$ cat src/rtl/nn_pkg.sv
// Shared package for the neural-network datapath stages.
// Holds the controller state encoding, a constant clog2, and the
// accumulator width rule. The selector and later layers size their
// arithmetic from the same function, so their widths always agree.
package nn_pkg;

  typedef enum logic [1:0] {
    ST_IDLE  = 2'd0,
    ST_ACC   = 2'd1,
    ST_FINAL = 2'd2,
    ST_HOLD  = 2'd3
  } state_e;

  // Ceiling log2; clog2(1) = 0.
  function automatic int clog2(input int v);
    int r;
    int x;
    r = 0;
    x = v - 1;
    while (x > 0) begin
      r++;
      x = x >> 1;
    end
    return r;
  endfunction

  // A full product is 2*dw bits. Summing n of them needs clog2(n) extra bits.
  function automatic int acc_width(input int dw, input int n);
    return 2 * dw + clog2(n);
  endfunction

endpackage

$ cat src/rtl/serial_neuron_acc_if.sv
// Handshake/data bundle between the weight selector, the serial neuron
// accumulator and the downstream result consumer.
//   master : the driving side (selector + consumer). It drives go_in,
//            w_in, act_in, bias_in and result_ready.
//   slave  : the neuron accumulator. It drives result_out, result_valid,
//            freeze_out, busy and overrun.
interface serial_neuron_acc_if #(
  parameter int weight_n   = 8,
  parameter int data_width = 4
);
  logic                           go_in;
  logic [data_width-1:0]          w_in;
  logic [weight_n*data_width-1:0] act_in;
  logic [2*data_width-1:0]        bias_in;
  logic [data_width-1:0]          result_out;
  logic                           result_valid;
  logic                           result_ready;
  logic                           freeze_out;
  logic                           busy;
  logic                           overrun;

  modport master (
    output go_in, w_in, act_in, bias_in, result_ready,
    input  result_out, result_valid, freeze_out, busy, overrun
  );

  modport slave (
    input  go_in, w_in, act_in, bias_in, result_ready,
    output result_out, result_valid, freeze_out, busy, overrun
  );
endinterface

$ cat src/rtl/serial_neuron_acc_relu_sat.sv
// relu_sat: combinational output stage of a neuron.
// It adds the sign-extended bias to the accumulator and applies ReLU.
// It then does an arithmetic right shift by frac_bits and saturates to
// an unsigned data_width result.
//   i_acc    : signed accumulator, acc_w bits
//   i_bias   : signed bias, 2*data_width bits
//   o_result : unsigned result, data_width bits
module relu_sat #(
  parameter int acc_w      = 11,
  parameter int data_width = 4,
  parameter int frac_bits  = 2
) (
  input  logic signed [acc_w-1:0]        i_acc,
  input  logic signed [2*data_width-1:0] i_bias,
  output logic        [data_width-1:0]   o_result
);
  // One guard bit, so the bias add can never wrap, whatever the bias value.
  localparam int S_W = acc_w + 1;

  logic signed [S_W-1:0] w_sum;
  logic signed [S_W-1:0] w_shift;

  assign w_sum   = {i_acc[acc_w-1], i_acc}
                 + {{(S_W-2*data_width){i_bias[2*data_width-1]}}, i_bias};
  assign w_shift = w_sum >>> frac_bits;

  always_comb begin
    o_result = w_shift[data_width-1:0];
    if (w_sum[S_W-1])
      o_result = '0;                        // ReLU
    else if (|w_shift[S_W-1:data_width])
      o_result = '1;                        // non-negative but above range
  end
endmodule

$ cat src/rtl/serial_neuron_acc.sv
// serial_neuron_acc: serial multiply-accumulate neuron.
// It takes one weight per clock from the selector, starting with a go
// pulse. Each weight is multiplied by the matching activation and summed
// over weight_n cycles. The FINAL cycle then adds the bias, applies ReLU,
// shifts and saturates. The result is held behind a valid/ready handshake.
//   clk, rst     : rising-edge clock, async active-high reset
//   bus.go_in    : start pulse; weight 0 is on w_in in the same cycle
//   bus.w_in     : signed weight stream
//   bus.act_in   : packed signed activations, held stable for the whole neuron
//   bus.bias_in  : signed bias, sampled in FINAL
//   bus.result_* : registered result with valid/ready
//   bus.freeze_out : stalls the selector while a result is unconsumed
//   bus.busy     : accumulation in progress (ACC or FINAL)
//   bus.overrun  : sticky flag; set by a go pulse that arrives in ACC or FINAL
module serial_neuron_acc
  import nn_pkg::*;
#(
  parameter int weight_n   = 8,
  parameter int data_width = 4,
  parameter int frac_bits  = 2
) (
  input logic                clk,
  input logic                rst,
  serial_neuron_acc_if.slave bus
);
  localparam int acc_w = acc_width(data_width, weight_n);
  localparam int IDX_W = clog2(weight_n);

  state_e                  r_state;
  logic signed [acc_w-1:0] r_acc;
  logic [IDX_W-1:0]        r_idx;
  logic [data_width-1:0]   r_result;
  logic                    r_valid;
  logic                    r_overrun;

  logic [weight_n-1:0][data_width-1:0] w_act;
  logic [IDX_W-1:0]                    w_sel;
  logic signed [2*data_width-1:0]      w_w_ext;
  logic signed [2*data_width-1:0]      w_a_ext;
  logic signed [2*data_width-1:0]      w_prod;
  logic signed [acc_w-1:0]             w_prod_ext;
  logic [data_width-1:0]               w_final;

  assign w_act = bus.act_in;

  // A start (from IDLE or HOLD) always uses activation 0, and r_idx is 0 then.
  // Forcing the select keeps the start path independent of r_idx.
  assign w_sel = (r_state == ST_ACC) ? r_idx : '0;

  // Sign-extend both operands to the product width, so the multiply is a
  // full signed product.
  assign w_w_ext    = {{data_width{bus.w_in[data_width-1]}}, bus.w_in};
  assign w_a_ext    = {{data_width{w_act[w_sel][data_width-1]}}, w_act[w_sel]};
  assign w_prod     = w_w_ext * w_a_ext;
  assign w_prod_ext = {{(acc_w-2*data_width){w_prod[2*data_width-1]}}, w_prod};

  relu_sat #(
    .acc_w      (acc_w),
    .data_width (data_width),
    .frac_bits  (frac_bits)
  ) u_relu_sat (
    .i_acc    (r_acc),
    .i_bias   (bus.bias_in),
    .o_result (w_final)
  );

  always_ff @(posedge clk or posedge rst) begin
    if (rst) begin
      r_state   <= ST_IDLE;
      r_acc     <= '0;
      r_idx     <= '0;
      r_result  <= '0;
      r_valid   <= 1'b0;
      r_overrun <= 1'b0;
    end else begin
      case (r_state)
        ST_IDLE: begin
          if (bus.go_in) begin
            r_acc   <= w_prod_ext;
            r_idx   <= IDX_W'(1);
            r_state <= ST_ACC;
          end
        end
        ST_ACC: begin
          if (bus.go_in) r_overrun <= 1'b1;
          r_acc <= r_acc + w_prod_ext;
          if (r_idx == IDX_W'(weight_n - 1)) begin
            r_idx   <= '0;
            r_state <= ST_FINAL;
          end else begin
            r_idx <= r_idx + IDX_W'(1);
          end
        end
        ST_FINAL: begin
          if (bus.go_in) r_overrun <= 1'b1;
          r_result <= w_final;
          r_valid  <= 1'b1;
          r_state  <= ST_HOLD;
        end
        ST_HOLD: begin
          // A go without ready is dropped: the selector is frozen here.
          if (bus.result_ready) begin
            r_valid <= 1'b0;
            if (bus.go_in) begin
              r_acc   <= w_prod_ext;
              r_idx   <= IDX_W'(1);
              r_state <= ST_ACC;
            end else begin
              r_state <= ST_IDLE;
            end
          end
        end
        default: r_state <= ST_IDLE;
      endcase
    end
  end

  assign bus.result_out   = r_result;
  assign bus.result_valid = r_valid;
  assign bus.overrun      = r_overrun;
  assign bus.busy         = (r_state == ST_ACC) || (r_state == ST_FINAL);
  assign bus.freeze_out   = r_valid & ~bus.result_ready;
endmodule

$ cat src/flat_wrapper.sv
// flat-port wrapper written by rule: the top's interface ports become plain ports
module serial_neuron_acc_flat import nn_pkg::*;
#(
  parameter int weight_n   = 8,
  parameter int data_width = 4,
  parameter int frac_bits  = 2
)
  (clk, rst, bus_go_in, bus_w_in, bus_act_in, bus_bias_in, bus_result_ready, bus_result_out, bus_result_valid, bus_freeze_out, bus_busy, bus_overrun);
  serial_neuron_acc_if #(.weight_n(weight_n), .data_width(data_width)) bus_i ();
  input logic clk;
  input logic rst;
  input wire logic [$bits(bus_i.go_in)-1:0] bus_go_in;
  input wire logic [$bits(bus_i.w_in)-1:0] bus_w_in;
  input wire logic [$bits(bus_i.act_in)-1:0] bus_act_in;
  input wire logic [$bits(bus_i.bias_in)-1:0] bus_bias_in;
  input wire logic [$bits(bus_i.result_ready)-1:0] bus_result_ready;
  output wire logic [$bits(bus_i.result_out)-1:0] bus_result_out;
  output wire logic [$bits(bus_i.result_valid)-1:0] bus_result_valid;
  output wire logic [$bits(bus_i.freeze_out)-1:0] bus_freeze_out;
  output wire logic [$bits(bus_i.busy)-1:0] bus_busy;
  output wire logic [$bits(bus_i.overrun)-1:0] bus_overrun;
  assign bus_i.go_in = bus_go_in;
  assign bus_i.w_in = bus_w_in;
  assign bus_i.act_in = bus_act_in;
  assign bus_i.bias_in = bus_bias_in;
  assign bus_i.result_ready = bus_result_ready;
  assign bus_result_out = bus_i.result_out;
  assign bus_result_valid = bus_i.result_valid;
  assign bus_freeze_out = bus_i.freeze_out;
  assign bus_busy = bus_i.busy;
  assign bus_overrun = bus_i.overrun;
  serial_neuron_acc #(.weight_n(weight_n), .data_width(data_width), .frac_bits(frac_bits)) u_core (.clk(clk), .rst(rst), .bus(bus_i));
endmodule
$ cat config.mk
export PLATFORM = sky130hd
export DESIGN_NAME = serial_neuron_acc_flat
export DESIGN_NICKNAME = d
export VERILOG_FILES = /design/src/rtl/nn_pkg.sv /design/src/rtl/serial_neuron_acc_if.sv /design/src/rtl/serial_neuron_acc_relu_sat.sv /design/src/rtl/serial_neuron_acc.sv /design/src/flat_wrapper.sv
export SDC_FILE = /design/constraint.sdc
export NUM_CORES = 1
export LEC_CHECK = 0
export ABC_CLOCK_PERIOD_IN_PS = 10900
export BUFFER_PORTS_ARGS = -buffer_cell sky130_fd_sc_hd__buf_2
export CORE_ASPECT_RATIO = 1.4
export CORE_MARGIN = 2
export CORE_UTILIZATION = 63
export CTS_BUF_LIST = sky130_fd_sc_hd__clkbuf_8
export CTS_CLUSTER_SIZE = 14
export DETAILED_ROUTE_END_ITERATION = 8
export GPL_ROUTABILITY_DRIVEN = 1
export GPL_TIMING_DRIVEN = 0
export PLACE_DENSITY = 0.89
export SLEW_MARGIN = 20
export SYNTH_ARGS = -nofsm -noshare
export SYNTH_HDL_FRONTEND = slang
export SYNTH_SLANG_ARGS = --single-unit
$ cat constraint.sdc
create_clock -name clk -period 10.9 [get_ports clk]
set_input_delay 1.635 -clock clk [delete_from_list [all_inputs] [get_ports clk]]
set_output_delay 1.635 -clock clk [all_outputs]
set_load 0.02 [all_outputs]
Word-level counts from Yosys, hierarchy flattened --
Index checks and enable logic that the tools add are counted. W data, S select, Z words.
Word-level totals: word-level logic and storage cells 49, bits in registers 22, output and inout port bits 8
Operators by class: magnitude comparators 1, multiply operators 1, bitwise logic cells 2, reductions and logical operators 10, eq/ne operators 7, add/subtract/negate cells 3, muxes and demuxes 19
Operator list (number):
- $pmux W11 S3 | 1
- $mux W11 | 2
- $add A11 B8 Y12 | 1
- $bmux W4 S3 | 1
- $mux W3 | 4
- $mux W4 | 3
- $add A11 B8 Y11 | 1
- $pmux W3 S3 | 1
- $mul A4 B4 Y8 | 1
- $pmux W2 S4 | 1
- $mux W2 | 3
- $ne A2 B2 Y1 const B | 3
- $reduce_and A2 Y1 | 3
- $reduce_or A6 Y1 | 1
- $eq A2 B2 Y1 const B | 2
- $lt A3 B4 Y1 const B | 1
- $add A3 B1 Y3 const B | 1
- $eq A3 B3 Y1 const B | 1
- $reduce_and A3 Y1 | 1
- $reduce_bool A3 Y1 | 1
- $eq A2 B1 Y1 const B | 1
- $logic_not A2 Y1 | 1
- $mux W1 | 2
- $pmux W1 S2 | 1
- other kinds (5) | 5

Logic depth before layout (Yosys ltp) --
word-level depth 8, depth in mapped cells 26, gate-level depth less buffers 24

Modules after synthesis --
A second synthesis with hierarchy kept.
Second synthesis, totals: cells, all modules 301, area, all modules 2832.7 um^2
Modules (own cells, without submodules):
- serial_neuron_acc | cells each 253, area each 2393.5 um^2, instances 1, seq. area each 550.5 um^2
- relu_sat | cells each 48, area each 439.2 um^2, instances 1, seq. area each 0.0 um^2

Worst setup path after synthesis --
No wires, ideal clock.
kind input to register, start input port bus_act_in[2], end register u_core.r_acc[10], slack 4.362 ns, cell stages on the path 20, library setup time 0.080 ns, arrival 6.458 ns, path through mux4_2 mux2i_1 nand2b_1 fa_1 fa_1 fa_1 inv_1 ha_1 fa_1 a21o_1 a21oi_1 xnor2_1 xnor2_4 ha_1 o21a_1 o31a_1 o41ai_2 or2_2 a21oi_1 nor3_2
Between the ends: word-level cells in the longest chain between the ends 6, elaborated cells on any way between the ends 7, classes of those cells 1 x add/sub; 1 x mul; 5 x mux
Ends and longest elaborated chain:
- start: declaration | line flat_wrapper.sv:14 | input wire logic [$bits(bus_i.act_in)-1:0] bus_act_in;
- $bmux W4 S3 (*) | line serial_neuron_acc.sv:53 | assign w_a_ext = {{data_width{w_act[w_sel][data_width-1]}}, w_act[w_sel]};
- $mux W4 (implied by the code) (*) | line serial_neuron_acc.sv:53
- $mul A4 B4 Y8 (*) | line serial_neuron_acc.sv:54 | assign w_prod = w_w_ext * w_a_ext;
- branches (longest 2 deep; another with $add A11 B8 Y11)
- $pmux W11 S3 (*) | line serial_neuron_acc.sv:76 | case (r_state)
- end signal: assignment | line serial_neuron_acc.sv:79 | r_acc <= w_prod_ext;
- end signal: assignment | line serial_neuron_acc.sv:86 | r_acc <= r_acc + w_prod_ext;
- end signal: assignment | line serial_neuron_acc.sv:105 | r_acc <= w_prod_ext;
- end: declaration | line serial_neuron_acc.sv:30 | logic signed [acc_w-1:0] r_acc;
Mark *: on every way between the ends. The select of a mux whose other input is x is not followed. A chain may end at the register's enable or synchronous reset.

Worst setup path after layout --
Ends and elaborated chain as after synthesis.

==> impl_metrics.toml <==
[status]
status = "complete, no violations"

[critical_path]
path_max_fanout = 8
worst_path_most_repeated_cell = "fa_1"
crit_slowest_cell = "fa_1"
cp-end-kind = "flip-flop"
required_ns = 11.05
rr_worst_depth = 26
cpPeakStageDelay_ns = 0.51
crit_type = "input pin to flip-flop"
worstSetupStartpointType = "input pin"
crit_arrival_ns = 6.97
worstPathCellList = "buf_2 > mux4_2 > mux2i_1 > nand2b_1 > fa_1 > fa_1 > fa_1 > inv_1 > ha_1 > fa_1 > a21o_1 > a21oi_1 > xnor2_1 > xnor2_4 > ha_1 > o21a_1 > o31a_1 > o41ai_2 > nand3_1 > a21oi_1 > nor3_2"

[detailed_routing]
drt_iter0_drc = 163
ant_nets = 0
vias = 2629
firstDrtPassIters = 4
drc_errors = 0
wire_per_inst_um = 14.7
viasPerCell = 5.98
wl_mm = 6.45

[placed_design]
gp_congestion = 0.830
place_ws_ns = 3.81
portBuffers = 55
dpl.hpwl_mm = 5.44

[cts]
h-tree-depth = 1
cts_resized = 0
clock_path_buffers = 2
cts_buffers = 3
path_clk_slew_ns = 0.09
postCtsSetupRepairBufs = 0
hold_buffers = 0
cts_tree = "yes"
cts.sinks = 22
cts_root_buf = "clkbuf_8"
clock_latency_ns = 0.27

[timing]
setup_slack_ns = 4.08
tightest_slew_ns = 0.830
finalSetupViolations = 0
setup_tns_ns = 0
finalCritPeriodShare = 0.626
period_needed_ns = 6.82
slew_violations = 0
hold_viol_final = 0
rsz0062_at_grt = "false"
fmax_mhz = 147
slew_headroom = 0.446
finalClockSkew_ns = 0.00858

[hold_path]
hp-class = "flip-flop to flip-flop"
whs_path_depth = 1

[logic_synthesis]
muxShareOfSynthArea = 0.0833
synth_compound_area_frac = 0.190
yosysWarnings = 0
synth.distinct_cells = 56
syn_inst = 319
synth_edf_count = 0
syn_nets = 417
synth_top_family_by_area = "adder cells"
yosys.area_share.simple = 0.176
async_flop_share = 1.00
synth_xor_area_frac = 0.0645
synth_flop_cell = "dfrtp_1"
synth_fa_ha_area_frac = 0.247
synth_seq_area_share = 0.192
synth_area_mm2 = 0.00287
synth_area_per_cell_um2 = 9.00
ys_seq_elements = 22

[die]
dieWidth_um = 61.0
start_util = 0.643
die_area_mm2 = 0.00512
fp-row-count = 29
die_y_um = 83.9
coreArea_mm2 = 0.00446
io_pins = 56

[run]
max_cap_violations = 0

[layout]
diodes = 0
final_common_cell = "buf_2"
syn_to_final_growth_pct = 14.8
nets = 477
final_cell_mix = "buf_2, ha_1, nor2_1"
drive_gt1_frac = 0.209

[grt]
grtUsageTotal = 0.274
grt_max_degree = 23
grt_pass1_vias = 2694
grt_pass1_wl_mm = 11.0
antenna_found_initial = 0
overflow = 0
## worst max-delay path, delay by kind of cell
family | cells | cell delay (ns)
buffers and inverters | 2 | 0.14
muxes | 2 | 0.75
adders and majority gates | 6 | 2.38
AOI/OAI and AO/OA | 6 | 1.21
xor gates and xnor gates | 2 | 0.44
and+or+nand+nor | 3 | 0.41
## final timing paths
| path | start | to | slack (ns) |
|---|---|---|---|
| max | bus_act_in[2] | u_core.r_acc[10] | 4.08 |
| min | u_core.bus.overrun | u_core.bus.overrun | 0.46 |
| max reg2reg | u_core.r_state[1] | u_core.r_acc[10] | 4.33 |
| min reg2reg | u_core.bus.overrun | u_core.bus.overrun | 0.46 |
| max in group asynchronous | rst | u_core.r_acc[9] | 8.86 |
| min in group asynchronous | rst | u_core.bus.overrun | 1.51 |
## final cells by class
type,count,area (um^2)
clock buffers,3,41.3
clock inverters,1,30.0
fillers,330,1170
inverters,25,93.8
repair buffers,55,275
well taps,62,77.6
plain buffers,8,43.8
multi-input cells,264,2180
flip-flops and latches,22,551
## kinds of logic after synthesis
group | after synthesis
adders and majority gates | 50
buffers and inverters | 33
and+or+nand+nor | 94
AOI/OAI and AO/OA | 85
DFF | 22
muxes | 16
xor gates and xnor gates | 19
## sequential cells by signal, indices dropped and copies added, names as in the netlist
| signal | count |
|---|---|
| u_core.bus.result_valid | 1 |
| u_core.r_state | 2 |
| u_core.bus.overrun | 1 |
| u_core.bus.result_out | 4 |
| u_core.r_acc | 11 |
| u_core.r_idx | 3 |
## Yosys cell counts (5+ instances only)
cell type,instances,share of area
nand2b_1,7,0.015
o21ai_1,5,0.0087
mux2i_1,7,0.024
inv_1,24,0.031
a21o_1,7,0.018
nand2_1,10,0.013
a21oi_1,30,0.052
nor3_1,6,0.010
xnor2_1,13,0.040
ha_1,39,0.17
o21ai_0,8,0.014
xor2_1,5,0.015
nand3_1,5,0.0087
mux4_2,6,0.047
dfrtp_1,22,0.19
nor2b_1,13,0.028
fa_1,11,0.077
nor2_1,31,0.041
## per-layer routing
metal | share of wire | global-route usage
met1 | 0.38 | 0.310
met2 | 0.55 | 0.506
met3 | 0.039 | 0.0186
met4 | 0.024 | 0.0988
met5 | 0 | 0
## per-stage QoR
| step | utilization | area, um^2 | instances | hold slack (ns) |
|---|---|---|---|---|
| 2_1_floorplan | - | 2870 | 319 | 0.514 |
| 3_3_place_gp | 0.722 | 3220 | 436 | 0.432 |
| 3_5_place_dp | 0.722 | 3220 | 436 | 0.442 |
| 4_1_cts | 0.738 | 3290 | 440 | 0.465 |
| 5_1_grt | 0.738 | 3290 | 440 | 0.488 |
| 6_report | 0.738 | 3290 | 440 | 0.463 |
Power is not shown: default switching activity piles up to over one toggle a cycle in this logic, so the estimate is an artifact.
